**config.mk**
```make
export PLATFORM = sky130hd
export DESIGN_NAME = stack_ctrl
export DESIGN_NICKNAME = d
export VERILOG_FILES = /design/src/rtl/minx16_stack_pkg.sv /design/src/rtl/stack_ctrl.sv
export SDC_FILE = /design/constraint.sdc
export NUM_CORES = 1
export LEC_CHECK = 0
export CORE_ASPECT_RATIO = 1.5
export CORE_MARGIN = 3
export CORE_UTILIZATION = 41
export CTS_CLUSTER_DIAMETER = 120
export DETAILED_ROUTE_END_ITERATION = 7
export GPL_ROUTABILITY_DRIVEN = 1
export PLACE_DENSITY = 0.87
export SLEW_MARGIN = 30
export SYNTH_ARGS = -nofsm -noshare
export SYNTH_HDL_FRONTEND = slang
export SYNTH_SLANG_ARGS = --single-unit
```
**constraint.sdc**
```tcl
create_clock -name clk -period 5 [get_ports clk]
set_input_delay 1 -clock clk [delete_from_list [all_inputs] [get_ports clk]]
set_output_delay 1 -clock clk [all_outputs]
set_load 0.01 [all_outputs]
```
**src/rtl/minx16_stack_pkg.sv**
```systemverilog
// Shared encodings for the minx16 hardware stack controller.
// Operation codes and FSM states used by stack_ctrl and its environment.
package minx16_stack_pkg;

  typedef enum logic [1:0] {
    OP_PUSH = 2'b00,
    OP_POP  = 2'b01,
    OP_LOAD = 2'b10,
    OP_RSVD = 2'b11
  } op_e;

  typedef enum logic [2:0] {
    ST_IDLE = 3'd0,
    ST_DEC  = 3'd1,
    ST_WR   = 3'd2,
    ST_RD   = 3'd3,
    ST_INC  = 3'd4,
    ST_LDS  = 3'd5,
    ST_RESP = 3'd6
  } state_e;

endpackage

```
**src/rtl/stack_ctrl.sv**
```systemverilog
// Hardware stack controller: sequences SP strobes and memory accesses.
// Stack grows downward; the SP register itself lives in the parent.
import minx16_stack_pkg::*;

module stack_ctrl #(
  parameter int           W            = 16,
  parameter logic [W-1:0] STACK_TOP    = 16'h0200,
  parameter logic [W-1:0] STACK_BOTTOM = 16'h0100
) (
  input  logic         clk,
  input  logic         rst,
  input  logic         req_valid,
  input  logic [1:0]   req_op,
  input  logic [W-1:0] req_data,
  output logic         req_ready,
  output logic         rsp_valid,
  input  logic         rsp_ready,
  output logic [W-1:0] rsp_data,
  output logic         rsp_err,
  output logic         mem_req,
  output logic         mem_we,
  output logic [W-1:0] mem_addr,
  output logic [W-1:0] mem_wdata,
  input  logic [W-1:0] mem_rdata,
  input  logic         mem_ack,
  output logic         sp_ld,
  output logic         sp_inc,
  output logic         sp_dec,
  output logic [W-1:0] sp_d,
  input  logic [W-1:0] sp_q
);

  localparam int BYTES = W / 8;

  state_e       r_state;
  state_e       w_next;
  op_e          r_op;
  logic [W-1:0] r_data;
  logic [W-1:0] r_rdata;
  logic         r_err;
  logic         w_err;
  logic         w_accept;
  logic         w_ld_ok;
  op_e          w_op;

  assign w_op     = op_e'(req_op);
  assign w_accept = req_valid & (r_state == ST_IDLE);
  assign w_ld_ok  = (req_data >= STACK_BOTTOM) &&
                    (req_data <= STACK_TOP) &&
                    ((req_data & W'(BYTES - 1)) == '0);

  always_comb begin
    w_next = r_state;
    w_err  = 1'b0;
    unique case (r_state)
      ST_IDLE: begin
        if (req_valid) begin
          unique case (w_op)
            OP_PUSH: begin
              w_err  = (sp_q == STACK_BOTTOM);
              w_next = w_err ? ST_RESP : ST_DEC;
            end
            OP_POP: begin
              w_err  = (sp_q == STACK_TOP);
              w_next = w_err ? ST_RESP : ST_RD;
            end
            OP_LOAD: begin
              w_err  = ~w_ld_ok;
              w_next = w_err ? ST_RESP : ST_LDS;
            end
            default: begin
              w_err  = 1'b1;
              w_next = ST_RESP;
            end
          endcase
        end
      end
      ST_DEC:  w_next = ST_WR;
      ST_WR:   if (mem_ack) w_next = ST_RESP;
      ST_RD:   if (mem_ack) w_next = ST_INC;
      ST_INC:  w_next = ST_RESP;
      ST_LDS:  w_next = ST_RESP;
      ST_RESP: if (rsp_ready) w_next = ST_IDLE;
      default: w_next = ST_IDLE;
    endcase
  end

  always_ff @(posedge clk or negedge rst) begin
    if (!rst) begin
      r_state <= ST_IDLE;
      r_op    <= OP_PUSH;
      r_data  <= '0;
      r_rdata <= '0;
      r_err   <= 1'b0;
    end else begin
      r_state <= w_next;
      if (w_accept) begin
        r_op   <= w_op;
        r_data <= req_data;
        r_err  <= w_err;
      end
      if (r_state == ST_RD && mem_ack) r_rdata <= mem_rdata;
    end
  end

  // Everything below decodes from registered state; no req_* -> mem_* path.
  assign req_ready = (r_state == ST_IDLE);
  assign rsp_valid = (r_state == ST_RESP);
  assign rsp_err   = rsp_valid & r_err;
  assign rsp_data  = (rsp_valid && r_op == OP_POP && !r_err) ? r_rdata : '0;
  assign mem_req   = (r_state == ST_WR) | (r_state == ST_RD);
  assign mem_we    = (r_state == ST_WR);
  assign mem_addr  = mem_req ? sp_q : '0;
  assign mem_wdata = mem_we ? r_data : '0;
  assign sp_dec    = (r_state == ST_DEC);
  assign sp_inc    = (r_state == ST_INC);
  assign sp_ld     = (r_state == ST_LDS);
  assign sp_d      = sp_ld ? r_data : '0;

endmodule

```
* Word-level counts from Yosys, hierarchy flattened
Index checks and enable logic that the tools add are counted.
** Storage, ports and cells
- Flip-flop bits (word level) :: 38
- Input bits :: 55
- Output and inout port bits :: 72
- Word-level logic and storage cells :: 53
** Operators by class
- $lt $le $gt $ge :: 2
- Equality and inequality tests :: 15
- Muxes and demuxes :: 16
- Bitwise gates (word level) :: 4
- Reductions and logical operators :: 11
** Operators with widths (count)
- 2-to-1 mux 16 bit :: 4
- 2-to-1 mux 3 bit :: 6
- case mux 3 bit (6 select lines) :: 1
- equality test 16 x 10 -> 1 bit, second input constant :: 1
- equality test 16 x 9 -> 1 bit, second input constant :: 1
- >= comparator 16 x 9 -> 1 bit, second input constant :: 1
- <= comparator 16 x 10 -> 1 bit, second input constant :: 1
- zero test 16 bit :: 1
- equality test 3 bit, second input constant :: 3
- case mux 3 bit (3 select lines) :: 1
- equality test 3 x 2 -> 1 bit, second input constant :: 2
- logical AND 1 bit :: 5
- equality test 2 x 1 -> 1 bit, second input constant :: 2
- != test 2 x 1 -> 1 bit, second input constant :: 2
- != test 2 bit, second input constant :: 2
- AND reduction 4 bit :: 1
- equality test 3 x 1 -> 1 bit, second input constant :: 1
- zero test 3 bit :: 1
- case mux 1 bit (3 select lines) :: 1
- bitwise AND 1 bit :: 2
- equality test 2 bit, second input constant :: 1
- zero test 2 bit :: 1
- 2-to-1 mux 1 bit :: 2
- 2-to-1 mux 2 bit :: 1
- other kinds (4) :: 4

* Longest topological paths before layout
- Depth in word-level cells :: 7
- Gate-level depth with buffers :: 6
- Gate-level depth less buffers :: 5

* Worst setup path before layout
No wires, ideal clock.
- Kind :: reg-to-output
- From :: register r_state[0]
- To :: output rsp_data[10]
- Arrival :: 1435 ps
- Data required time :: 4000 ps
- Path slack :: 2565 ps
- Cell stages (with the launch flop) :: 6
- Buffers on the path :: 2
- Cell sequence :: dfrtp_1 -> buf_2 -> and3b_1 -> and3_1 -> clkbuf_1 -> and2_1
** On the way
- Longest elaborated chain between the ends :: 4
** RTL lines
- start: declaration :: line stack_ctrl.sv:35 : state_e r_state;
- start signal: assignment :: line stack_ctrl.sv:96 : r_state <= w_next;
- equality test 3 bit :: line stack_ctrl.sv:108 : assign rsp_valid = (r_state == ST_RESP);
- net rsp_valid :: line stack_ctrl.sv:16 : output logic rsp_valid,
- logical AND 1 bit (2 in series) :: line stack_ctrl.sv:110 : assign rsp_data = (rsp_valid && r_op == OP_POP && !r_err) ? r_rdata : '0;
- 2-to-1 mux 16 bit :: line stack_ctrl.sv:110
- end: declaration :: line stack_ctrl.sv:18 : output logic [W-1:0] rsp_data,
The timed path passes the listed nets, and every way through them passes these cells.

* Worst setup path after layout
- From :: register r_state[2]
- To :: output mem_wdata[10]
** On the way
- Longest elaborated chain between the ends :: 2
** RTL lines
- equality test 3 x 2 -> 1 bit :: line stack_ctrl.sv:112 : assign mem_we = (r_state == ST_WR);
- 2-to-1 mux 16 bit :: line stack_ctrl.sv:114 : assign mem_wdata = mem_we ? r_data : '0;
- end: declaration :: line stack_ctrl.sv:23 : output logic [W-1:0] mem_wdata,
No other way between the ends.

==> flow_metrics.py <==
metrics = {
    "run_status": {
        "outcome": "finished clean",
    },
    "sta": {
        "period_needed_ns": 3.545,
        "skew_ns": 0.004569,
        "min_period_over_period": 0.7091,
        "hold_violations": 0,
        "final_max_slew_viol_count": 0,
        "setup_viol": 0,
        "slew_headroom": 0.4329,
        "max_freq_mhz": 282.1,
        "worst-slew-pin-transition_ns": 0.8507,
        "fin_setup_tns_ns": 0,
        "rsz0062_at_grt": "false",
        "setup_slack_ns": 1.455,
    },
    "critical_path": {
        "cp_common_cell": "and2b_1",
        "max_stage_delay_ns": 0.57,
        "critPathRequiredTime_ns": 4.00,
        "slowest_stage": "and2b_1",
        "cp-end-kind": "output pin",
        "r2r_start": "r_state[0]",
        "path_delay_family": "simple AND/OR/NAND/NOR gates",
        "path_buf_inv": 1,
        "endpoint": "mem_wdata[10]",
        "worstPathArrival_ns": 2.55,
        "start_kind": "flop",
        "setup.worst_path.start": "r_state[2]",
        "cp_num_cells": 4,
        "reg2reg_depth": 3,
        "crit_type": "reg -> out",
        "reg2reg_to": "r_data[8]",
        "crit_fanout": 22,
        "path_cells": "and2b_1, and2b_1, and2_1, clkdlybuf4s50_1",
        "r2r_slack_ns": 2.86,
    },
    "placed_design": {
        "pre_cts_ws_ns": 1.709,
        "place_congestion": 0.7654,
        "placed_area_um2": 3401,
        "hpwlAfterDp_um": 4603,
        "numPortBuffers": 126,
    },
    "global_routing": {
        "grt_overflow": 0,
        "grt_pass1_wl_um": 8845,
        "grt_pass1_vias": 1907,
        "grt_max_degree": 39,
        "grt_usage": 0.1858,
        "antenna_found_initial": 0,
    },
    "clocking": {
        "tritoncts": "done",
        "cts_hold_buffers": 0,
        "clkLatencyLatePin_ns": 0.28,
        "post_cts_resized": 0,
        "cts_made_buffers": 5,
        "cts_htree_levels": 2,
        "postCtsSetupBuffers": 0,
        "cts_sinks": 38,
        "clk_path_buf_depth": 2,
        "root_buffer": "clkbuf_8",
        "cts.clk_slew.worst_paths_ns": 0.07,
    },
    "route": {
        "viasPerCell": 4.889,
        "firstDrtPassIters": 4,
        "drt-wirelength-per-cell_um": 14.83,
        "wl_um": 5635,
        "drt_iter0_markers": 58,
        "vias": 1858,
        "drt.antenna.violating_nets": 0,
        "drc": 0,
    },
    "logic_synthesis": {
        "syn_inst": 193,
        "synthFlopType": "dfrtp_1",
        "ys_warn_count": 0,
        "synthArstFlopShare": 1.000,
        "postSynthNetCount": 248,
        "synth_area_um2": 2125,
        "avgSynthCellArea_um2": 11.01,
        "ys_types": 33,
        "ys_seq_elements": 38,
        "synth_edf_count": 0,
        "yosysSeqAreaShare": 0.4476,
    },
    "power": {
        "p_leak_nw": 1.420,
        "vdd_ir_drop_max_mv": 0.2255,
        "p_per_area_nw_per_um2": 419.8,
        "design_power_total_mw": 1.462,
    },
    "finish": {
        "synthToLayoutAreaGrowth_pct": 63.96,
        "diodes": 0,
        "fillers": 381,
        "nNetsFinal": 370,
        "stdcell_area_um2": 3483,
        "drive_gt1_frac": 0.1592,
    },
    "floorplanning": {
        "core-area_um2": 4926,
        "initial_core_util": 0.4313,
        "die_width_um": 64.78,
        "dieHeight_um": 94.17,
        "die_area_um2": 6100,
        "pin_count": 127,
        "rows": 31,
    },
    "run": {
        "cap_violations": 0,
    },
    "min_path": {
        "hold_path.class": "reg -> reg",
    },
}
[cells in the final DEF (no fill, tap or decap), types with 4 or more instances in the layout]
| master | count |
|---|---|
| and2_1 | 65 |
| nor2_1 | 5 |
| dfrtp_1 | 38 |
| clkdlybuf4s50_1 | 125 |
| mux2_2 | 36 |
| o21ai_0 | 4 |
| clkbuf_8 | 6 |
| nand2_1 | 4 |
[report_power, final]
group | internal, mW | switching, mW | total [mW]
logic | 0.444 | 0.272 | 0.716
clock network | 0.106 | 0.0970 | 0.203
registers | 0.453 | 0.0901 | 0.543
[worst min-delay path by stage]
stage                        to        start  depth (start not counted)
floorplan           r_rdata[10]  r_rdata[10]                          1
global placement    r_rdata[15]  r_rdata[15]                          1
detailed placement   r_rdata[3]   r_rdata[3]                          1
CTS                 r_rdata[14]  r_rdata[14]                          1
global route        r_rdata[14]  r_rdata[14]                          1
finish              r_rdata[14]  r_rdata[14]                          1
[cell type report]
class | count | area [um2] | share of cell area
Timing Repair Buffer | 126 | 1256 | 0.3606
Multi-Input combinational cell | 144 | 1111 | 0.3190
Sequential cell | 38 | 950.9 | 0.2730
Clock buffer | 6 | 82.58 | 0.02371
Tap cell | 66 | 82.58 | 0.02371
[logic make-up after synthesis]
family                 after synthesis  share of synthesized area
buffers and inverters               11                    0.02944
DFF                                 38                     0.4476
muxes                               36                     0.1908
AOI/OAI and AO/OA                   10                    0.03533
and+or+nand+nor                     98                     0.2968
[per-layer routing]
layer | routed length [um] | up-vias | GRT usage
met5 | 0 | - | 0
met4 | 104 | 0 | 0.06173
met3 | 335 | 10 | 0.03473
met2 | 3148 | 88 | 0.3561
met1 | 2045 | 864 | 0.1983
li1 | - | 896 | -
[flip-flops by register name, summed over array words and instances, names as in the netlist]
signal / count
r_state: 3
r_rdata: 16
r_op: 2
r_data: 16
r_err: 1
[metrics by stage]
stage,hold slack [ns],utilization,cells
after floorplan,0.4704,-,193
after global placement,0.4780,0.6904,374
after detailed placement,0.4845,0.6904,374
after CTS,0.5014,0.7071,380
after global routing,0.5059,0.7071,380
final,0.4980,0.7071,380
[worst register-to-register path, delay by kind of cell (launching register included)]
family | cells | cell delay (ns)
flops | 1 | 0.49
simple gates | 2 | 1.11
mux | 1 | 0.43
[synth_stat cells, drive strengths merged, types with 2 or more instances]
cell type,instances,area [um2]
a21oi,2,10.01
and2,66,414.2
and2b,2,15.01
and3b,2,17.52
buf,4,35.03
clkbuf,7,27.52
dfrtp,38,950.9
mux2,36,405.4
nand2,4,15.01
nor2,5,18.77
nor2b,2,12.51
nor3,4,36.29
nor3b,2,15.01
nor4,2,12.51
o21ai,4,20.02
or4,3,26.27
No activity file was read; power rests on OpenSTA's default activity.
